--- src/rtl/immediate_encoder.sv ---
// ============================================================================
// Module   : immediate_encoder
// Function : Scatters a 32-bit immediate into the U/J/I/B/S fields of an RV32I
//            template, flags out-of-range immediates, and streams the result
//            through a two-stage valid/ready pipeline tagged with a word address.
// Options  : IMM_ENCODER_ERRCNT_EN adds a saturating err_count output.
// Revision : 1.0 - initial release
// ============================================================================
`default_nettype none

module immediate_encoder #(
  parameter int          ADDR_W    = 10,
  parameter int unsigned BASE_ADDR = 0
) (
  input  logic              clk,
  input  logic              reset,
  input  logic              in_valid,
  output logic              in_ready,
  input  logic [31:0]       in_template,
  input  logic [31:0]       in_imm,
  input  logic [2:0]        in_sel,
  output logic              out_valid,
  input  logic              out_ready,
  output logic [31:0]       out_instr,
  output logic              out_error,
  output logic [ADDR_W-1:0] out_addr
`ifdef IMM_ENCODER_ERRCNT_EN
  ,
  output logic [15:0]       err_count
`endif
);

  localparam logic [31:0]       c_NOP       = 32'h0000_0013;
  localparam logic [2:0]        c_SEL_U     = 3'd0;
  localparam logic [2:0]        c_SEL_J     = 3'd1;
  localparam logic [2:0]        c_SEL_I     = 3'd2;
  localparam logic [2:0]        c_SEL_B     = 3'd3;
  localparam logic [2:0]        c_SEL_S     = 3'd4;
  localparam logic [ADDR_W-1:0] c_BASE_ADDR = ADDR_W'(BASE_ADDR);

  logic              r_s1Valid;
  logic [31:0]       r_s1Template;
  logic [31:0]       r_s1Imm;
  logic [2:0]        r_s1Sel;
  logic              r_s2Valid;
  logic [31:0]       r_outInstr;
  logic              r_outError;
  logic [ADDR_W-1:0] r_outAddr;

  logic              w_inFire;
  logic              w_s2Load;
  logic              w_outFire;
  logic [31:0]       w_encInstr;
  logic              w_encError;

  assign in_ready  = !r_s1Valid || !r_s2Valid || out_ready;
  assign w_inFire  = in_valid && in_ready;
  assign w_s2Load  = r_s1Valid && (!r_s2Valid || out_ready);
  assign w_outFire = r_s2Valid && out_ready;

  assign out_valid = r_s2Valid;
  assign out_instr = r_outInstr;
  assign out_error = r_outError;
  assign out_addr  = r_outAddr;

  always_comb begin
    w_encInstr = r_s1Template;
    w_encError = 1'b0;
    case (r_s1Sel)
      c_SEL_U: begin
        w_encInstr[31:12] = r_s1Imm[31:12];
        w_encError        = (r_s1Imm[11:0] != 12'd0);
      end
      c_SEL_J: begin
        w_encInstr[31]    = r_s1Imm[20];
        w_encInstr[30:21] = r_s1Imm[10:1];
        w_encInstr[20]    = r_s1Imm[11];
        w_encInstr[19:12] = r_s1Imm[19:12];
        w_encError        = r_s1Imm[0] || (r_s1Imm[31:20] != {12{r_s1Imm[20]}});
      end
      c_SEL_I: begin
        w_encInstr[31:20] = r_s1Imm[11:0];
        w_encError        = (r_s1Imm[31:12] != {20{r_s1Imm[11]}});
      end
      c_SEL_B: begin
        w_encInstr[31]    = r_s1Imm[12];
        w_encInstr[30:25] = r_s1Imm[10:5];
        w_encInstr[11:8]  = r_s1Imm[4:1];
        w_encInstr[7]     = r_s1Imm[11];
        w_encError        = r_s1Imm[0] || (r_s1Imm[31:13] != {19{r_s1Imm[12]}});
      end
      c_SEL_S: begin
        w_encInstr[31:25] = r_s1Imm[11:5];
        w_encInstr[11:7]  = r_s1Imm[4:0];
        w_encError        = (r_s1Imm[31:12] != {20{r_s1Imm[11]}});
      end
      default: w_encError = 1'b1;
    endcase
    if (w_encError) begin
      w_encInstr = c_NOP;
    end
  end

  // out_addr doubles as the running counter, so a word loaded on the same
  // edge as a handshake naturally picks up the incremented address.
  always_ff @(posedge clk) begin
    if (reset) begin
      r_s1Valid    <= 1'b0;
      r_s1Template <= 32'd0;
      r_s1Imm      <= 32'd0;
      r_s1Sel      <= 3'd0;
      r_s2Valid    <= 1'b0;
      r_outInstr   <= 32'd0;
      r_outError   <= 1'b0;
      r_outAddr    <= c_BASE_ADDR;
    end else begin
      r_s1Valid <= w_inFire || (r_s1Valid && !w_s2Load);
      if (w_inFire) begin
        r_s1Template <= in_template;
        r_s1Imm      <= in_imm;
        r_s1Sel      <= in_sel;
      end
      r_s2Valid <= w_s2Load || (r_s2Valid && !out_ready);
      if (w_s2Load) begin
        r_outInstr <= w_encInstr;
        r_outError <= w_encError;
      end
      if (w_outFire) begin
        r_outAddr <= r_outAddr + 1'b1;
      end
    end
  end

`ifdef IMM_ENCODER_ERRCNT_EN
  logic [15:0] r_errCount;

  assign err_count = r_errCount;

  always_ff @(posedge clk) begin
    if (reset) begin
      r_errCount <= 16'd0;
    end else if (w_outFire && r_outError && (r_errCount != 16'hFFFF)) begin
      r_errCount <= r_errCount + 16'd1;
    end
  end
`endif

endmodule

`default_nettype wire

--- config.mk ---
export PLATFORM = sky130hd
export DESIGN_NAME = immediate_encoder
export DESIGN_NICKNAME = d
export VERILOG_FILES = /design/src/rtl/immediate_encoder.sv
export SDC_FILE = /design/constraint.sdc
export NUM_CORES = 1
export LEC_CHECK = 0
export CORE_UTILIZATION = 54
export DETAILED_ROUTE_END_ITERATION = 10
export GPL_ROUTABILITY_DRIVEN = 0
export PLACE_DENSITY_LB_ADDON = 0.25
export SKIP_LAST_GASP = 1
export SLEW_MARGIN = 10
export SYNTH_ARGS = -nofsm -noshare
export SYNTH_HDL_FRONTEND = slang
export SYNTH_SLANG_ARGS = --single-unit
--- constraint.sdc ---
create_clock -name clk -period 3.2 [get_ports clk]
set_input_delay 0.48 -clock clk [delete_from_list [all_inputs] [get_ports clk]]
set_output_delay 0.48 -clock clk [all_outputs]
set_load 0.03 [all_outputs]
==> impl_metrics.csv <==
group,metric,value,unit
global_route,grt_max_degree,73,
worst_hold_path,worst_hold_startpoint,"r_s1Template[14]",
global_route,grt_pass1_wl,22.1,mm
synthesis,synth_top_area_frac,0.440,
synthesis,yosysWarnings,0,
cts,insertion_delay,0.38,ns
floorplan,fp.dieH,98.7,um
sta,hold_viol_final,0,
setup_path,r2r_slack,0.80,ns
synthesis,synth_top_area_cell,"dfxtp_1",
synthesis,yosysSeqAreaShare,0.440,
setup_path,required,2.72,ns
job,drv_cap,0,
sta,tightest_slew,0.984,ns
floorplan,io_pins,116,
placement,placed_cells_incl_taps,822,
setup_path,crit_path_end_kind,"output port",
worst_hold_path,min_path_type,"flip-flop to flip-flop",
global_route,track_usage,0.280,
route,drt_iter0_drc,349,
cts,cts_buffer_depth,2,
synthesis,synth_edf_count,0,
setup_path,crit_type,"input port to output port",
floorplan,die_w,98.7,um
synthesis,netlist_area,5050,um2
floorplan,start_util,0.568,
cts,htree_num_levels,3,
route,first_pass_iters,5,
setup_path,reg2reg_depth,5,
route,wl_per_cell,16.3,um
floorplan,fp.dieArea,9740,um2
synthesis,synth_nets,713,
setup_path,crit_path_max_fanout,5,
cts,clkTransAtPathRegs,0.11,ns
layout,n_antenna_cell,0,
sta,tns,0,ns
synthesis,synth_async_sr_flop_share,0,
synthesis,synth.most_common_cell,"nand2_1",
sta,period_minus_slack,2.57,ns
cts,cts_resized,0,
cts,cts.sinks,111,
sta,setup_viol,0,
worst_hold_path,hold_depth,2,
status,outcome,"completed",
sta,slew_violations,0,
placement,hpwlAfterDp,9.28,mm
layout,finalNonFillerCells,838,
global_route,grt_pass1_vias,4646,
sta,max_slew_margin,0.343,
setup_path,startpoint_type,"input port",
setup_path,cp_data_arrival_time,2.09,ns
route,detail-route-antenna-nets,0,
power_and_ir_drop,ir_worst_vdd,0.223,mV
cts,cts_buffers,9,
global_route,overflow,0,
synthesis,ys.flop_type,"dfxtp_1",
floorplan,rows,34,
floorplan,coreArea,8890,um2
cts,cts_hold_buf,0,
route,vias,4985,
synthesis,synth_commonest_cells,"nand2_1 (193), dfxtp_1 (111), a21oi_1 (69), nand3_1 (30), nor2_1 (29)",
sta,fin_worst_skew,0.0134,ns
synthesis,synth_area_leaders,"dfxtp_1 (44%), nand2_1 (14%), a21oi_1 (6.8%)",
synthesis,ys_types,48,
synthesis,ys_ff_latch,111,
cts,cts_tree,"yes",
worst_hold_path,hold_end,"r_s1Template[14]",
layout,area_growth,25.9,%
layout,nNetsFinal,797,
route,routed_wl,13.7,mm
setup_path,worstReg2RegStart,"r_s1Sel[0]",
setup_path,timing.rr.end,"out_instr[22]",
cts,cts_root_buffer,"clkbuf_8",
layout,nFillCells,708,
power_and_ir_drop,power_density,435,nW/um2
route,drt_drc_violations_left,0,
power_and_ir_drop,leakage,2.23,nW
synthesis,synthCells,641,
layout,drive_above_1_share,0.0644,
synthesis,syn_area_per_cell,7.87,um2
sta,finalCritPeriodShare,0.802,
placement,place.port_buffers,114,
route,routed_via_density,5.95,
cts,post-cts-setup-buffers,0,
sta,rsz0062_at_grt,"no",
sta,fmax,0.390,GHz
global_route,antenna_found_initial,0,
## report_power, final
group / leakage [nW] / switching [mW] / total, mW / internal [mW]
logic: 1.23 / 0.253 / 0.459 / 0.206
registers: 0.908 / 0.0623 / 1.50 / 1.44
clock network: 0.0907 / 0.502 / 0.800 / 0.298
total: 2.23 / 0.817 / 2.76 / 1.95
## placed cells by master, fill, tap and decap left out, types with 9 or more instances in the layout
cell / Yosys / layout
a21oi_1: 69 / 69
buf_4: 3 / 12
clkbuf_8: 0 / 9
clkdlybuf4s50_1: 0 / 113
dfxtp_1: 111 / 111
mux2i_1: 10 / 10
nand2_1: 193 / 192
nand3_1: 30 / 30
nor2_1: 29 / 29
nor3_1: 10 / 10
o2111ai_1: 12 / 12
o22ai_1: 10 / 10
o32ai_1: 24 / 24
## stage by stage
step / worst slack, ns / hold slack [ns] / total power [mW] / instance area, um2 / util
floorplan: 1.31 / 0.434 / 1.80 / 5050 / -
global placement: 0.687 / 0.441 / 1.97 / 6170 / 0.694
detailed placement: 0.630 / 0.447 / 1.99 / 6170 / 0.694
CTS: 0.625 / 0.463 / 2.76 / 6350 / 0.715
global route: 0.577 / 0.476 / 2.86 / 6350 / 0.715
finish: 0.633 / 0.463 / 2.76 / 6350 / 0.715
## per-layer routing
layer | vias up | global-route usage | part of all wire
li1 | 2407 | - | -
met1 | 2321 | 0.361 | 0.42
met2 | 224 | 0.476 | 0.49
met3 | 33 | 0.0376 | 0.065
met4 | 0 | 0.115 | 0.025
met5 | - | 0 | 0
## registers in the layout, indices dropped and copies added, names as in the netlist
| signal | flops |
|---|---|
| r_s1Template | 31 |
| out_instr | 32 |
| out_addr | 10 |
| r_s1Sel | 3 |
| r_s1Imm | 32 |
| out_error | 1 |
| out_valid | 1 |
| r_s1Valid | 1 |
## area by class of cell
type                            instances  area, um2  area share
Clock inverter                          6       52.6     0.00827
Sequential cell                       111       2220       0.350
Clock buffer                           10        128      0.0201
Tap cell                              108        135      0.0213
Inverter                                5       18.8     0.00295
Timing Repair Buffer                  126       1240       0.195
Multi-Input combinational cell        472       2560       0.402
## critical path, stage by stage
cell and delay (ns):
clkdlybuf4s50_1 0.52, and2b_1 0.24, nand2_1 0.15, clkdlybuf4s50_1 0.70
## cell families (layout without fill, tap and decap cells)
| kind of cell | count (synthesis) | count (layout) | share of synthesized area |
|---|---|---|---|
| DFF | 111 | 111 | 0.440 |
| xor gates and xnor gates | 11 | 11 | 0.0191 |
| and+or+nand+nor | 301 | 301 | 0.258 |
| muxes | 19 | 19 | 0.0421 |
| AOI/OAI and AO/OA | 140 | 140 | 0.183 |
| buffers and inverters | 58 | 147 | 0.0550 |
| adders and majority gates | 1 | 1 | 0.00248 |
## worst max-delay path by stage
stage	start	end	slack (ns)	cells after the start
after floorplan	out_valid	r_s1Imm[12]	1.31	7
after global placement	out_ready	in_ready	0.69	4
after detailed placement	out_ready	in_ready	0.63	4
after CTS	out_ready	in_ready	0.62	4
after global routing	out_ready	in_ready	0.58	4
final	out_ready	in_ready	0.63	4
No activity file was read; power rests on OpenSTA's default activity.
